===== config.mk =====
export PLATFORM = sky130hd
export DESIGN_NAME = rv32v_element_sequencer_flat
export DESIGN_NICKNAME = d
export VERILOG_FILES = /design/src/rtl/rv32i_types_pkg.sv /design/src/rtl/rv32v_element_sequencer_if.sv /design/src/rtl/rv32v_elem_offset.sv /design/src/rtl/rv32v_element_sequencer.sv /design/src/flat_wrapper.sv
export SDC_FILE = /design/constraint.sdc
export NUM_CORES = 1
export LEC_CHECK = 0
export ABC_CLOCK_PERIOD_IN_PS = 5100
export BUFFER_PORTS_ARGS = -buffer_cell sky130_fd_sc_hd__buf_2
export CAP_MARGIN = 0
export CORE_UTILIZATION = 50
export CTS_BUF_LIST = sky130_fd_sc_hd__clkbuf_8 sky130_fd_sc_hd__clkbuf_16
export CTS_CLUSTER_SIZE = 10
export DETAILED_ROUTE_END_ITERATION = 10
export PLACE_DENSITY_LB_ADDON = 0.3
export SYNTH_ARGS = -nofsm -noshare
export SYNTH_HDL_FRONTEND = slang
export SYNTH_SLANG_ARGS = --single-unit

===== constraint.sdc =====
create_clock -name CLK -period 5.1 [get_ports CLK]
set_input_delay 0.51 -clock CLK [delete_from_list [all_inputs] [get_ports CLK]]
set_output_delay 0.51 -clock CLK [all_outputs]
set_load 0.01 [all_outputs]

===== src/rtl/rv32i_types_pkg.sv =====
// Shared types for the vector element sequencer: SEW encoding, element
// offset width, VLEN, lane count, sequencer states and the latched op.
package rv32i_types_pkg;

  localparam int VLEN      = 128;
  localparam int NUM_LANES = 2;
  // Widest element-offset range is SEW=8: VLEN/8 elements per register.
  localparam int OFFSET_W  = $clog2(VLEN / 8);

  typedef logic [OFFSET_W-1:0] offset_t;

  typedef enum logic [1:0] {
    SEW_8  = 2'd0,
    SEW_16 = 2'd1,
    SEW_32 = 2'd2
  } sew_t;

  typedef enum logic [1:0] {
    IDLE = 2'd0,
    RUN  = 2'd1,
    DONE = 2'd2
  } vseq_state_t;

  // Fields captured on accept. vstart is not stored separately: it is
  // loaded into elem_idx, which then doubles as the restart point.
  typedef struct packed {
    logic [31:0] vl;
    sew_t        sew;
    logic [4:0]  vd;
    logic        is_masked;
  } vseq_op_t;

endpackage


===== src/rtl/rv32v_element_sequencer_if.sv =====
// Decode-side request, execute-side write controls and status of the
// vector element sequencer. master = decode/execute side, slave = sequencer.
interface rv32v_element_sequencer_if;
  import rv32i_types_pkg::*;

  logic        decode_done;
  logic        ready;
  logic [31:0] vl;
  logic [31:0] vstart;
  sew_t        sew;
  logic [4:0]  vd;
  logic        is_masked;
  logic        mask0;
  logic        mask1;
  logic        stall;
  logic        flush;

  logic [1:0]  wen;
  logic [4:0]  vreg0;
  logic [4:0]  vreg1;
  offset_t     woffset0;
  offset_t     woffset1;
  logic [31:0] elem_idx;
  logic        busy;
  logic        done;

  modport master (
    output decode_done, vl, vstart, sew, vd, is_masked, mask0, mask1, stall, flush,
    input  ready, wen, vreg0, vreg1, woffset0, woffset1, elem_idx, busy, done
  );

  modport slave (
    input  decode_done, vl, vstart, sew, vd, is_masked, mask0, mask1, stall, flush,
    output ready, wen, vreg0, vreg1, woffset0, woffset1, elem_idx, busy, done
  );

endinterface


===== src/rtl/rv32v_elem_offset.sv =====
// Maps one element index to its destination register and in-register
// offset: vreg = vd + idx/EPR (mod 32), woffset = idx mod EPR.
module rv32v_elem_offset
  import rv32i_types_pkg::*;
(
  input  logic [31:0] idx,
  input  sew_t        sew,
  input  logic [4:0]  vd,
  output logic [4:0]  vreg,
  output offset_t     woffset
);

  // EPR is a power of two, so divide/modulo reduce to shift/mask; the
  // 5-bit add wraps past v31 back to v0.
  always_comb begin
    case (sew)
      SEW_8: begin
        vreg    = vd + 5'(idx >> 4);
        woffset = idx[3:0];
      end
      SEW_16: begin
        vreg    = vd + 5'(idx >> 3);
        woffset = {1'b0, idx[2:0]};
      end
      default: begin
        vreg    = vd + 5'(idx >> 2);
        woffset = {2'b00, idx[1:0]};
      end
    endcase
  end

endmodule


===== src/rtl/rv32v_element_sequencer.sv =====
// Steps a decoded vector op through its elements two at a time, producing
// per-lane write enables and (vreg, woffset) targets for execute.
module rv32v_element_sequencer
  import rv32i_types_pkg::*;
(
  input logic                       CLK,
  input logic                       nRST,
  rv32v_element_sequencer_if.slave  bus
);

  vseq_state_t state, state_n;
  vseq_op_t    op;
  logic [31:0] elem_idx;
  logic        accept, advance, run_en;

  logic [NUM_LANES-1:0][31:0] lane_idx;
  logic [NUM_LANES-1:0][4:0]  lane_vreg;
  offset_t [NUM_LANES-1:0]    lane_woff;
  logic [NUM_LANES-1:0]       lane_live;
  logic [NUM_LANES-1:0]       mask;
  logic [NUM_LANES-1:0]       wen;

  // 33-bit so elem_idx+2 near 2^32 cannot wrap and look "below vl".
  logic [32:0] idx_plus2;
  assign idx_plus2 = {1'b0, elem_idx} + 33'd2;
  assign mask      = {bus.mask1, bus.mask0};

  // State register.
  always_ff @(posedge CLK or negedge nRST) begin
    if (!nRST) state <= IDLE;
    else       state <= state_n;
  end

  // Next state and handshake outputs; flush beats stall and decode_done.
  always_comb begin
    state_n   = state;
    accept    = 1'b0;
    advance   = 1'b0;
    run_en    = 1'b0;
    bus.ready = 1'b0;
    bus.busy  = 1'b0;
    bus.done  = 1'b0;
    case (state)
      IDLE: begin
        bus.ready = 1'b1;
        if (!bus.flush && bus.decode_done) begin
          accept  = 1'b1;
          state_n = (bus.vstart < bus.vl) ? RUN : DONE;
        end
      end
      RUN: begin
        bus.busy = 1'b1;
        if (bus.flush) begin
          state_n = IDLE;
        end else if (!bus.stall) begin
          run_en  = 1'b1;
          advance = 1'b1;
          if (idx_plus2 >= {1'b0, op.vl}) state_n = DONE;
        end
      end
      DONE: begin
        bus.busy = 1'b1;
        state_n  = IDLE;
        if (!bus.flush) bus.done = 1'b1;
      end
      default: state_n = IDLE;
    endcase
  end

  // Op capture on accept; element pointer steps by the lane count.
  always_ff @(posedge CLK or negedge nRST) begin
    if (!nRST) begin
      op       <= '0;
      elem_idx <= '0;
    end else if (accept) begin
      op.vl        <= bus.vl;
      op.sew       <= bus.sew;
      op.vd        <= bus.vd;
      op.is_masked <= bus.is_masked;
      elem_idx     <= bus.vstart;
    end else if (advance) begin
      elem_idx <= idx_plus2[31:0];
    end
  end

  // Lane l handles element elem_idx+l; tail lanes past vl stay quiet.
  for (genvar l = 0; l < NUM_LANES; l++) begin : g_lane
    assign lane_idx[l]  = elem_idx + 32'(l);
    assign lane_live[l] = ({1'b0, elem_idx} + 33'(l)) < {1'b0, op.vl};
    assign wen[l]       = run_en && lane_live[l] && (!op.is_masked || mask[l]);

    rv32v_elem_offset u_off (
      .idx     (lane_idx[l]),
      .sew     (op.sew),
      .vd      (op.vd),
      .vreg    (lane_vreg[l]),
      .woffset (lane_woff[l])
    );
  end

  // Targets are only meaningful in RUN; elsewhere they read as zero.
  assign bus.wen      = wen;
  assign bus.vreg0    = (state == RUN) ? lane_vreg[0] : '0;
  assign bus.vreg1    = (state == RUN) ? lane_vreg[1] : '0;
  assign bus.woffset0 = (state == RUN) ? lane_woff[0] : '0;
  assign bus.woffset1 = (state == RUN) ? lane_woff[1] : '0;
  assign bus.elem_idx = elem_idx;

endmodule

===== src/flat_wrapper.sv =====
// flat-port wrapper written by rule: the top's interface ports become plain ports
module rv32v_element_sequencer_flat import rv32i_types_pkg::*;
  (CLK, nRST, bus_decode_done, bus_vl, bus_vstart, bus_sew, bus_vd, bus_is_masked, bus_mask0, bus_mask1, bus_stall, bus_flush, bus_ready, bus_wen, bus_vreg0, bus_vreg1, bus_woffset0, bus_woffset1, bus_elem_idx, bus_busy, bus_done);
  rv32v_element_sequencer_if bus_i ();
  input logic CLK;
  input logic nRST;
  input wire logic [$bits(bus_i.decode_done)-1:0] bus_decode_done;
  input wire logic [$bits(bus_i.vl)-1:0] bus_vl;
  input wire logic [$bits(bus_i.vstart)-1:0] bus_vstart;
  input wire logic [$bits(bus_i.sew)-1:0] bus_sew;
  input wire logic [$bits(bus_i.vd)-1:0] bus_vd;
  input wire logic [$bits(bus_i.is_masked)-1:0] bus_is_masked;
  input wire logic [$bits(bus_i.mask0)-1:0] bus_mask0;
  input wire logic [$bits(bus_i.mask1)-1:0] bus_mask1;
  input wire logic [$bits(bus_i.stall)-1:0] bus_stall;
  input wire logic [$bits(bus_i.flush)-1:0] bus_flush;
  output wire logic [$bits(bus_i.ready)-1:0] bus_ready;
  output wire logic [$bits(bus_i.wen)-1:0] bus_wen;
  output wire logic [$bits(bus_i.vreg0)-1:0] bus_vreg0;
  output wire logic [$bits(bus_i.vreg1)-1:0] bus_vreg1;
  output wire logic [$bits(bus_i.woffset0)-1:0] bus_woffset0;
  output wire logic [$bits(bus_i.woffset1)-1:0] bus_woffset1;
  output wire logic [$bits(bus_i.elem_idx)-1:0] bus_elem_idx;
  output wire logic [$bits(bus_i.busy)-1:0] bus_busy;
  output wire logic [$bits(bus_i.done)-1:0] bus_done;
  assign bus_i.decode_done = bus_decode_done;
  assign bus_i.vl = bus_vl;
  assign bus_i.vstart = bus_vstart;
  assign bus_i.sew = bus_sew;
  assign bus_i.vd = bus_vd;
  assign bus_i.is_masked = bus_is_masked;
  assign bus_i.mask0 = bus_mask0;
  assign bus_i.mask1 = bus_mask1;
  assign bus_i.stall = bus_stall;
  assign bus_i.flush = bus_flush;
  assign bus_ready = bus_i.ready;
  assign bus_wen = bus_i.wen;
  assign bus_vreg0 = bus_i.vreg0;
  assign bus_vreg1 = bus_i.vreg1;
  assign bus_woffset0 = bus_i.woffset0;
  assign bus_woffset1 = bus_i.woffset1;
  assign bus_elem_idx = bus_i.elem_idx;
  assign bus_busy = bus_i.busy;
  assign bus_done = bus_i.done;
  rv32v_element_sequencer u_core (.CLK(CLK), .nRST(nRST), .bus(bus_i));
endmodule

* Word-level counts from Yosys, hierarchy flattened
Index checks and enable logic that the tools add are counted.
** Storage, ports and cells
- Bits in writable memories :: 0
- Word-level logic and storage cells :: 64
- Bits in read-only memories :: 0
- Output and inout bits :: 55
- Register bits :: 74
- Bits in latches :: 0
- Memories :: 0
** Cells by class
- Add/sub/neg operators :: 9
- Bitwise operators :: 0
- Order comparisons :: 4
- Multiply operators :: 0
- Shift-type cells :: 0
- Eq/ne operators :: 6
- Div/mod/pow operators :: 0
- Mux-type cells :: 25
- Reduce and logical (&&, ||, !) cells :: 14
** Operators by type and width (number)
- $lt 32x32->1 :: 2
- $mux 32 :: 2
- $add 32x1->33 const B :: 1
- $add 32x2->33 const B :: 1
- $ge 33x32->1 :: 1
- $lt 33x32->1 :: 1
- $add 5x5->5 :: 6
- $pmux 5 s2 :: 2
- $pmux 4 s2 :: 2
- $mux 2 :: 5
- $mux 5 :: 2
- $add 9x1->9 const B :: 1
- $mux 1 :: 9
- $mux 4 :: 2
- $logic_and 1x1->1 :: 5
- $eq 2x1->1 const B :: 2
- $logic_not 2->1 :: 2
- $pmux 2 s2 :: 1
- $ne 3x2->1 const B :: 1
- $ne 3x3->1 const B :: 1
- $reduce_and 3->1 :: 1
- $eq 2x2->1 const B :: 1
- $logic_not 1->1 :: 2
- $logic_or 1x1->1 :: 2
- 3 further kinds :: 3

* Logic depth before layout (Yosys ltp)
Gate-level depths: netlist of the first run.
- Word-level depth :: 6
- Mapped depth :: 17

* Cells and area by module
Synthesis of the first run repeated with hierarchy kept, for this count alone.
** Second synthesis, totals
- Cells, all modules :: 966
- Area, all modules :: 8046.5 um2
** By module, submodules not included
- rv32v_element_sequencer :: cells an instance 900, seq. area each 1851.8 um2, instances 1, area each 7500.9 um2
- rv32v_elem_offset :: cells an instance 33, seq. area each 0.0 um2, instances 2, area each 272.8 um2

* Worst setup path before layout of the first run
OpenSTA, ideal clock, no wires.
- Kind :: register to output
- Start point :: register u_core.elem_idx[1], in the netlist u_core.bus.elem_idx[1]
- End point :: output bus_wen[1]
- Cell stages (with the launch flop) :: 18
- Data arrival time :: 3404 ps
- Slack :: 1186 ps
- Required time :: 4590 ps
- Buffers on the path :: 0
- Cell sequence :: dfrtp_1 -> ha_1 -> nand3_1 -> nor3_2 -> nand2_1 -> nor2_1 -> nand2_1 -> nor2_1 -> xor2_1 -> ha_1 -> a21o_1 -> a21o_1 -> a21oi_1 -> o21ai_0 -> a2111oi_0 -> a21oi_1 -> nor3_1 -> or2_1
** On the way
- Word-level cells in the longest chain between the ends :: 4
** RTL lines
- start, declared :: line rv32v_element_sequencer.sv:13 : logic [31:0] elem_idx;
- start signal, assigned :: line rv32v_element_sequencer.sv:80 : elem_idx <= bus.vstart;
- start signal, assigned :: line rv32v_element_sequencer.sv:82 : elem_idx <= idx_plus2[31:0];
- $add 32x1->33 :: line rv32v_element_sequencer.sv:89 : assign lane_live[l] = ({1'b0, elem_idx} + 33'(l)) < {1'b0, op.vl};
- $lt 33x32->1 :: line rv32v_element_sequencer.sv:89
- $logic_and 1x1->1 (2 in series) :: line rv32v_element_sequencer.sv:90 : assign wen[l] = run_en && lane_live[l] && (!op.is_masked || mask[l]);
- end, declared :: line flat_wrapper.sv:18 : output wire logic [$bits(bus_i.wen)-1:0] bus_wen;
Every way passes these cells.

* Final worst setup path of the first run
- Start point :: register u_core.elem_idx[2], in the netlist u_core.bus.elem_idx[2]
- End point :: output bus_wen[1]
The elaborated chain is that of the path after synthesis.

==> results of run 1 <==
-- synth_stat cells, types with 3 or more instances --
cell type  number
ha_1          139
mux2_2         12
nand2b_1        5
xor2_1         44
a211oi_1        4
dfrtp_1        74
and2_1         15
nand2_1        92
o21a_1          4
inv_1          80
nand3_1        19
nor3_2          3
nor2b_1        11
buf_2          14
clkbuf_1       27
nor2_1         75
nand4_1        32
a21o_1         35
xnor2_1        50
a2111oi_0       3
o21ai_1         4
buf_4           6
nor3_1         13
and3_1          5
mux2i_1         9
a21oi_1        72
o211ai_1        3
o21ai_0        55
and4_1          4
nor4_1          4
-- per-layer routing --
layer	global-route usage	wire length (um)	share of wire	vias to the layer above
met4	0.0945	408	0.020	0
met1	0.404	10500	0.51	3140
met5	0	0	0	-
met3	0.0452	1280	0.062	25
li1	-	-	-	3512
met2	0.379	8490	0.41	216
-- final cells by class --
cell class	count	area, um^2	area share
Inverter	80	300	0.0332
Timing Repair Buffer	143	741	0.0820
Clock buffer	10	239	0.0265
Tap cell	211	264	0.0292
Clock inverter	6	129	0.0143
Multi-Input combinational cell	749	5510	0.610
Sequential cell	74	1850	0.205
-- state kept, by name, indices dropped and copies added (netlist names) --
signal and count:
u_core.op 40, u_core.bus.elem_idx 32, u_core.state 2
-- worst reg2reg max path: stages (launching register included) --
cell       delay [ns]
dfrtp_1          0.64
nand4_2          0.26
nor3_4           0.41
nand4_4          0.20
nor2_4           0.21
nand2_1          0.13
nor2_1           0.13
xor2_1           0.17
ha_1             0.27
a21o_1           0.19
a21o_1           0.17
a2111oi_0        0.66
a211oi_1         0.19
o21a_1           0.24
mux2_1           0.31
-- kinds of logic (layout without fill, tap and decap cells) --
family                     Yosys count  in the layout
and+or+nand+nor                    297            297
AOI/OAI and AO/OA                  195            195
adders and majority gates          141            141
buffers and inverters              129            239
xor gates and xnor gates            94             94
DFF                                 74             74
muxes                               22             22
-- metrics by stage --
| step | util | instance area [um^2] | worst slack [ns] | std cells | hold slack, ns |
|---|---|---|---|---|---|
| 2_1_floorplan | - | 7880 | 1.19 | 952 | 0.214 |
| 3_3_place_gp | 0.566 | 8660 | 0.871 | 1257 | 0.461 |
| 4_1_cts | 0.590 | 9030 | 0.324 | 1273 | 0.281 |
| 5_1_grt | 0.590 | 9030 | 0.0290 | 1273 | 0.323 |
| 3_5_place_dp | 0.566 | 8660 | 0.807 | 1257 | 0.470 |
| 6_report | 0.590 | 9030 | 0.352 | 1273 | 0.239 |
-- path summary, 6_finish.rpt --
kind	from	endpoint	slack, ns	depth (start not counted)
min in group CLK	bus_vd[3]	u_core.op[4]$_DFFE_PN0P_	0.38	2
max reg2reg	u_core.bus.elem_idx[6]$_DFFE_PN0P_	u_core.state[1]$_DFFE_PN0P_	0.82	14
max	u_core.bus.elem_idx[2]$_DFFE_PN0P_	bus_wen[1]	0.35	18
min reg2reg	u_core.op[14]$_DFFE_PN0P_	u_core.op[14]$_DFFE_PN0P_	0.48	2
min	nRST	u_core.op[4]$_DFFE_PN0P_	0.24	1
max in group asynchronous	nRST	u_core.bus.elem_idx[1]$_DFFE_PN0P_	3.80	2
-- power breakdown --
part / internal (mW) / total (mW) / leakage (nW) / switching, mW
combinational: 1.68 / 3.72 / 3.39 / 2.04
clock: 0.538 / 0.791 / 0.184 / 0.253
sequential: 0.868 / 1.38 / 0.870 / 0.511
==> flow_metrics.tcl, run 1 <==
set metrics [dict create \
    post_cts_buffers 0 \
    core_area_mm2 0.0153 \
    finalNetCount 1277 \
    crit_slowest_cell "dfrtp_1" \
    yosys_warnings 0 \
    final_cell_mix "ha_1, buf_2, nand2_1" \
    io_pins 134 \
    h-tree-depth 3 \
    rows 45 \
    synth_seq_cells 74 \
    power.total_mw 5.89 \
    drt-total-wl_mm 20.7 \
    synth-simple-area-share 0.192 \
    grt_pass1_wl_mm 33.7 \
    post-route-period-util 0.931 \
    synth_fa_ha_area_frac 0.226 \
    start_util 0.515 \
    syn_nets 1172 \
    clock_sinks 74 \
    min_path_type "in2async" \
    status "completed" \
    crit_path_cell_trace "ha_1 > nand3_2 > nor2_2 > nand2_1 > nor2_1 > and3_1 > and2_1 > xor2_1 > ha_1 > a21o_1 > a21o_1 > a21oi_1 > o21ai_0 > a2111oi_0 > a21oi_1 > nor3_1 > or2_1 > buf_2" \
    setup_viol 0 \
    grt_use_total 0.267 \
    cp_top_family "simple AND/OR/NAND/NOR gates" \
    nFillCells 1450 \
    netlist_instances 952 \
    fin_crit_ns 4.75 \
    synth_seq_area_share 0.235 \
    synth_xor_area_frac 0.104 \
    report.final.hold_viol_count 0 \
    ctsHoldBuffers 0 \
    worstSetupStartpointType "flip-flop" \
    clk-insertion-delay-late_ns 0.35 \
    critPathRequiredTime_ns 4.59 \
    gp_congestion 0.975 \
    pwr_density_cell_mw_per_mm2 652 \
    ys_dominant_reg_cell "dfrtp_1" \
    peakVddDrop_mv 0.408 \
    path_buf_inv 1 \
    path_clk_slew_ns 0.06 \
    async_flop_share 1.00 \
    grt_max_degree 75 \
    rsz0062_at_grt "no" \
    hpwl_mm 16.5 \
    worst_ep_arrival_time_ns 4.24 \
    drive_gt1_frac 0.177 \
    antenna_found_initial 0 \
    cap_violations 0 \
    detail_route.vias_per_cell 5.41 \
    synth_top_area_share 0.235 \
    final_common_cell "ha_1" \
    clock_path_buffers 2 \
    yosysTopAreaCell "dfrtp_1" \
    tightest_slew_ns 0.822 \
    drt_iter0_drc 525 \
    synthMuxAreaShare 0.0300 \
    wl_per_cell_um 16.2 \
    netlist_area_mm2 0.00788 \
    grt_pass1_vias 6505 \
    synth-compound-area-share 0.147 \
    avgSynthCellArea_um2 8.28 \
    n_antenna_cell 0 \
    p_leak_nw 4.44 \
    vias 6893 \
    synth_cell_types 59 \
    synth-edff-count 0 \
    die_w_um 128 \
    finalSetupTns_ns 0 \
    cts_resized 0 \
    endpoint_kind "primary output" \
    die_y_um 128 \
    root_buffer "clkbuf_16" \
    fmax_mhz 211 \
    cts_tree "built" \
    synthTopCellsByArea "dfrtp_1, ha_1, xnor2_1" \
    overflow 0 \
    slew_headroom 0.452 \
    path_class "reg2out" \
    drcViolationCount 0 \
    cts_buffers 9 \
    crit_fanout 9 \
    antenna_left 0 \
    clock_skew_ns 0.00985 \
    io_buffer_count 133 \
    area.growth.synth_to_final_pct 14.6 \
    die_area_mm2 0.0163 \
    critPathMaxStageDelay_ns 0.50 \
    slew_viol_final 0 \
    firstDrtPassIters 5 \
    synth_top_family_by_area "adder cells" \
]
Note: power is estimated with default switching activity, not from simulation.
==> run 2: changes to the inputs <==
--- a/config.mk
+++ b/config.mk
@@ -8,7 +8,7 @@
 export ABC_CLOCK_PERIOD_IN_PS = 5100
 export BUFFER_PORTS_ARGS = -buffer_cell sky130_fd_sc_hd__buf_2
 export CAP_MARGIN = 0
-export CORE_UTILIZATION = 50
+export CORE_UTILIZATION = 55
 export CTS_BUF_LIST = sky130_fd_sc_hd__clkbuf_8 sky130_fd_sc_hd__clkbuf_16
 export CTS_CLUSTER_SIZE = 10
 export DETAILED_ROUTE_END_ITERATION = 10
==> flow_metrics.tcl, run 2 (synthesis gave the netlist of run 1 again) <==
set metrics [dict create \
    min_path_type "in2async" \
    fmax_mhz 212 \
    fin_util 0.640 \
    p_leak_nw 4.41 \
    worst_r2r_startpoint "u_core.bus.elem_idx[3]$_DFFE_PN0P_" \
    setup_viol 0 \
    pwr_density_cell_mw_per_mm2 640 \
    clock_path_buffers 2 \
    antenna_found_initial 0 \
    grt_pass1_wl_mm 33.8 \
    final_common_cell "ha_1" \
    clock_skew_ns 0.00467 \
    tightest_slew_ns 1.01 \
    cts_tree "built" \
    grt_pass1_vias 6697 \
    critPathRequiredTime_ns 4.59 \
    rows 43 \
    finalNetCount 1278 \
    overflow 0 \
    drt_iter0_drc 467 \
    largest_reg_flops 40 \
    grt_use_total 0.297 \
    area.growth.synth_to_final_pct 13.1 \
    worstSetupStartpointType "flip-flop" \
    cp_top_family "simple AND/OR/NAND/NOR gates" \
    die_area_mm2 0.0148 \
    wl_per_cell_um 16.7 \
    drive_gt1_frac 0.174 \
    clock_sinks 74 \
    io_pins 134 \
    fin_crit_ns 4.72 \
    h-tree-depth 3 \
    slew_viol_final 0 \
    drcViolationCount 0 \
    crit_path_cell_trace "nand3_1 > nor3_4 > nand2_1 > nor2_1 > nand2_1 > nor2_1 > xor2_1 > ha_1 > a21o_1 > a21o_1 > a21oi_1 > o21ai_0 > a2111oi_0 > a21oi_1 > nor3_1 > or2_1 > buf_2" \
    multi_input_comb_area_mm2 0.00552 \
    io_buffer_count 133 \
    post-route-period-util 0.925 \
    n_antenna_cell 0 \
    grt_max_degree 74 \
    critPathMaxStageDelay_ns 0.62 \
    die_w_um 122 \
    clk-insertion-delay-late_ns 0.35 \
    path_buf_inv 1 \
    root_buffer "clkbuf_16" \
    detail_route.vias_per_cell 5.68 \
    drt-total-wl_mm 20.7 \
    status "completed" \
    path_class "reg2out" \
    gp_congestion 0.933 \
    core_area_mm2 0.0139 \
    endpoint_kind "primary output" \
    peakVddDrop_mv 0.413 \
    cts_buffers 9 \
    startpoint "u_core.bus.elem_idx[3]$_DFFE_PN0P_" \
    path_clk_slew_ns 0.06 \
    firstDrtPassIters 5 \
    crit_fanout 13 \
    start_util 0.566 \
    slew_headroom 0.326 \
    reg_top3 "u_core.op x40, u_core.bus.elem_idx x32, u_core.state x2" \
    hpwl_mm 16.5 \
    antenna_left 0 \
    layout.area.seq_mm2 0.00185 \
    cap_violations 0 \
    finalSetupTns_ns 0 \
    rsz0062_at_grt "no" \
    nFillCells 1260 \
    worst_ep_arrival_time_ns 4.21 \
    report.final.hold_viol_count 0 \
    final_cell_mix "ha_1, buf_2, nand2_1" \
    largest_register "u_core.op" \
    die_y_um 122 \
    crit_slowest_cell "dfrtp_1" \
    vias 7041 \
]
-- run 2: changes by cell type in the layout (fill, tap and decap cells not counted), sizes merged --
cell / previous run / this run
inv: 81 / 82
clkinv: 1 / 0
buf: 143 / 144
clkbuf: 10 / 11
bufinv: 4 / 0
-- run 2: layout make-up --
type | instances | area share
inverters | 80 | 0.0337
repair buffers | 144 | 0.0853
well taps | 180 | 0.0253
multi-input cells | 749 | 0.619
clock inverters | 2 | 0.000842
flip-flops and latches | 74 | 0.208
clock buffers | 11 | 0.0283
-- run 2: worst paths after layout --
path                                                      end  slack (ns)  cells past startpoint
max in group asynchronous  u_core.bus.elem_idx[1]$_DFFE_PN0P_        3.80                      2
min in group CLK                     u_core.op[3]$_DFFE_PN0P_        0.39                      2
setup reg to reg                  u_core.state[1]$_DFFE_PN0P_        0.88                     14
hold reg to reg                     u_core.op[30]$_DFFE_PN0P_        0.48                      2
hold / removal                       u_core.op[5]$_DFFE_PN0P_        0.26                      1
setup / recovery                                   bus_wen[1]        0.38                     17
-- run 2: per-stage QoR --
stage,std cells,setup WS [ns],power (mW),instance area [um^2],hold slack (ns)
2_1_floorplan,952,1.19,4.05,7880,0.214
3_3_place_gp,1224,0.707,4.96,8620,0.463
3_5_place_dp,1224,0.570,5.05,8620,0.472
4_1_cts,1237,0.184,5.68,8880,0.294
5_1_grt,1240,0.0220,6.29,8920,0.336
6_report,1240,0.383,5.70,8920,0.264
-- run 2: what timing repair did --
item / in CTS / in global routing
endpoints found under the setup margin: 0 / 1
setup buffers: 0 / 3
gates resized for setup: 0 / 3
endpoints found under the hold margin: 0 / 0
hold buffers: 0 / 0
-- run 2: per-layer routing --
metal  vias to the layer above  track usage  wire, um
met2                       236        0.435      8710
met4                         0        0.104       468
met3                        31       0.0492      1460
li1                       3502            -         -
met1                      3272        0.438     10100
met5                         -            0         0
-- run 2: power breakdown --
part           switching [mW]  internal (mW)
Combinational            2.04           1.69
Sequential              0.528          0.867
Clock                   0.241          0.344
==> run 3: changes to the inputs <==
--- a/config.mk
+++ b/config.mk
@@ -8,7 +8,9 @@
 export ABC_CLOCK_PERIOD_IN_PS = 5100
 export BUFFER_PORTS_ARGS = -buffer_cell sky130_fd_sc_hd__buf_2
 export CAP_MARGIN = 0
-export CORE_UTILIZATION = 55
+export CELL_PAD_IN_SITES_DETAIL_PLACEMENT = 1
+export CELL_PAD_IN_SITES_GLOBAL_PLACEMENT = 2
+export CORE_UTILIZATION = 34
 export CTS_BUF_LIST = sky130_fd_sc_hd__clkbuf_8 sky130_fd_sc_hd__clkbuf_16
 export CTS_CLUSTER_SIZE = 10
 export DETAILED_ROUTE_END_ITERATION = 10
==> flow_metrics.tcl, run 3 (synthesis gave the netlist of run 1 again) <==
set metrics [dict create \
    status "completed" \
    place_ws_ns 0.605 \
    drcViolationCount 0 \
    io_pins 134 \
    cap_violations 0 \
    whs_ns 0.0878 \
    pwr_density_cell_mw_per_mm2 654 \
    final_common_cell "ha_1" \
    post-route-period-util 0.921 \
    grt_pass1_wl_mm 39.7 \
    post_cts_buffers 0 \
    clock_sinks 74 \
    grt_pass1_vias 7100 \
    fmax_mhz 213 \
    slew_viol_final 0 \
    start_util 0.347 \
    setup_viol 0 \
    hpwl_mm 20.3 \
    min_path_type "in2async" \
    tightest_slew_ns 0.902 \
    cts_tree "built" \
    finalWorstSetupSlack_ns 0.403 \
    cts_buffers 9 \
    grt_use_total 0.214 \
    vias 6896 \
    finalSetupTns_ns 0 \
    crit_fanout 8 \
    clock_path_buffers 2 \
    r2r_slack_ns 0.96 \
    grt_max_degree 70 \
    h-tree-depth 3 \
    slew_headroom 0.399 \
    area.growth.synth_to_final_pct 15.0 \
    cts_resized 0 \
    clock_skew_ns 0.0151 \
    core_area_mm2 0.0227 \
    worstSetupStartpointType "flip-flop" \
    die_area_mm2 0.0238 \
    wl_per_cell_um 18.4 \
    critPathRequiredTime_ns 4.59 \
    comb_power_share 0.648 \
    clk-insertion-delay-late_ns 0.36 \
    gp_congestion 0.843 \
    report.final.hold_viol_count 0 \
    finalNetCount 1276 \
    peakVddDrop_mv 0.167 \
    internal_power_mw 2.95 \
    pwr-share-seq 0.238 \
    final_cell_mix "ha_1, buf_2, nand2_1" \
    path_class "reg2out" \
    antenna_found_initial 0 \
    largest_register "u_core.op" \
    largest_reg_flops 40 \
    rsz0062_at_grt "no" \
    sw_frac_of_total 0.503 \
    detail_route.vias_per_cell 5.12 \
    overflow 0 \
    endpoint_kind "primary output" \
    reg_top3 "u_core.op x40, u_core.bus.elem_idx x32, u_core.state x2" \
    fin_crit_ns 4.70 \
    drt_iter0_drc 325 \
    die_w_um 154 \
    p_leak_nw 4.40 \
    ctsHoldBuffers 0 \
    worst_ep_arrival_time_ns 4.19 \
    io_buffer_count 133 \
    path_clk_slew_ns 0.06 \
    firstDrtPassIters 4 \
    root_buffer "clkbuf_16" \
    nFillCells 2797 \
    drive_gt1_frac 0.179 \
    rows 55 \
    p_clk_frac 0.114 \
    drt-total-wl_mm 24.8 \
    n_antenna_cell 0 \
    die_y_um 154 \
    switchingPower_mw 2.98 \
    antenna_left 0 \
]
## run 3: stage by stage
step	utilization	total power, mW	instances	cell area, um^2
2_1_floorplan	-	4.05	952	7880
3_3_place_gp	0.385	5.16	1330	8750
3_5_place_dp	0.385	5.25	1330	8750
4_1_cts	0.399	5.97	1346	9050
5_1_grt	0.399	6.55	1346	9060
6_report	0.399	5.93	1346	9060
## run 3: worst max-delay path, cell delays in order (launching register included)
cell and delay (ns):
dfrtp_2 0.45, ha_1 0.23, nand3_1 0.22, nor3_2 0.23
buf_4 0.17, nand2_1 0.12, nor2_1 0.21, nand2_1 0.14
nor2_1 0.13, xor2_1 0.16, ha_1 0.26, a21o_1 0.17
a21o_1 0.19, a21oi_1 0.14, o21ai_0 0.14, a2111oi_1 0.31
a21oi_1 0.14, nor3_1 0.17, or2_1 0.14, buf_2 0.13
## run 3: cell type report
| type | count | area [um^2] | area share |
|---|---|---|---|
| clock buffers | 9 | 225 | 0.0249 |
| clock inverters | 7 | 76.3 | 0.00842 |
| inverters | 80 | 300 | 0.0331 |
| multi-input cells | 749 | 5510 | 0.608 |
| flip-flops and latches | 74 | 1860 | 0.205 |
| well taps | 285 | 357 | 0.0394 |
| repair buffers | 142 | 736 | 0.0812 |
## run 3: power groups by stage
stage	clock network [mW]	logic, mW	registers [mW]
detailed placement	0	3.83	1.42
global route	0.709	4.36	1.48
finish	0.679	3.84	1.41
global placement	0	3.76	1.40
floorplan	0	2.92	1.13
CTS	0.691	3.87	1.41
## run 3: layer usage
layer / vias up / share of wire / global-route usage
met5: - / 0 / 0
met4: 0 / 0.0092 / 0.0490
met3: 11 / 0.035 / 0.0249
met2: 116 / 0.42 / 0.320
met1: 3276 / 0.53 / 0.326
li1: 3493 / - / -
## run 3: path summary, 6_finish.rpt
path | start | to | depth (start not counted)
worst max register to register | u_core.bus.elem_idx[4]$_DFFE_PN0P_ | u_core.state[1]$_DFFE_PN0P_ | 15
worst min-delay path | nRST | u_core.op[33]$_DFFE_PN0P_ | 1
max in group asynchronous | nRST | u_core.bus.elem_idx[3]$_DFFE_PN0P_ | 2
worst min register to register | u_core.op[19]$_DFFE_PN0P_ | u_core.op[19]$_DFFE_PN0P_ | 2
min in group CLK | bus_sew[1] | u_core.op[7]$_DFFE_PN0P_ | 2
worst max-delay path | u_core.bus.elem_idx[1]$_DFFE_PN0P_ | bus_wen[1] | 19
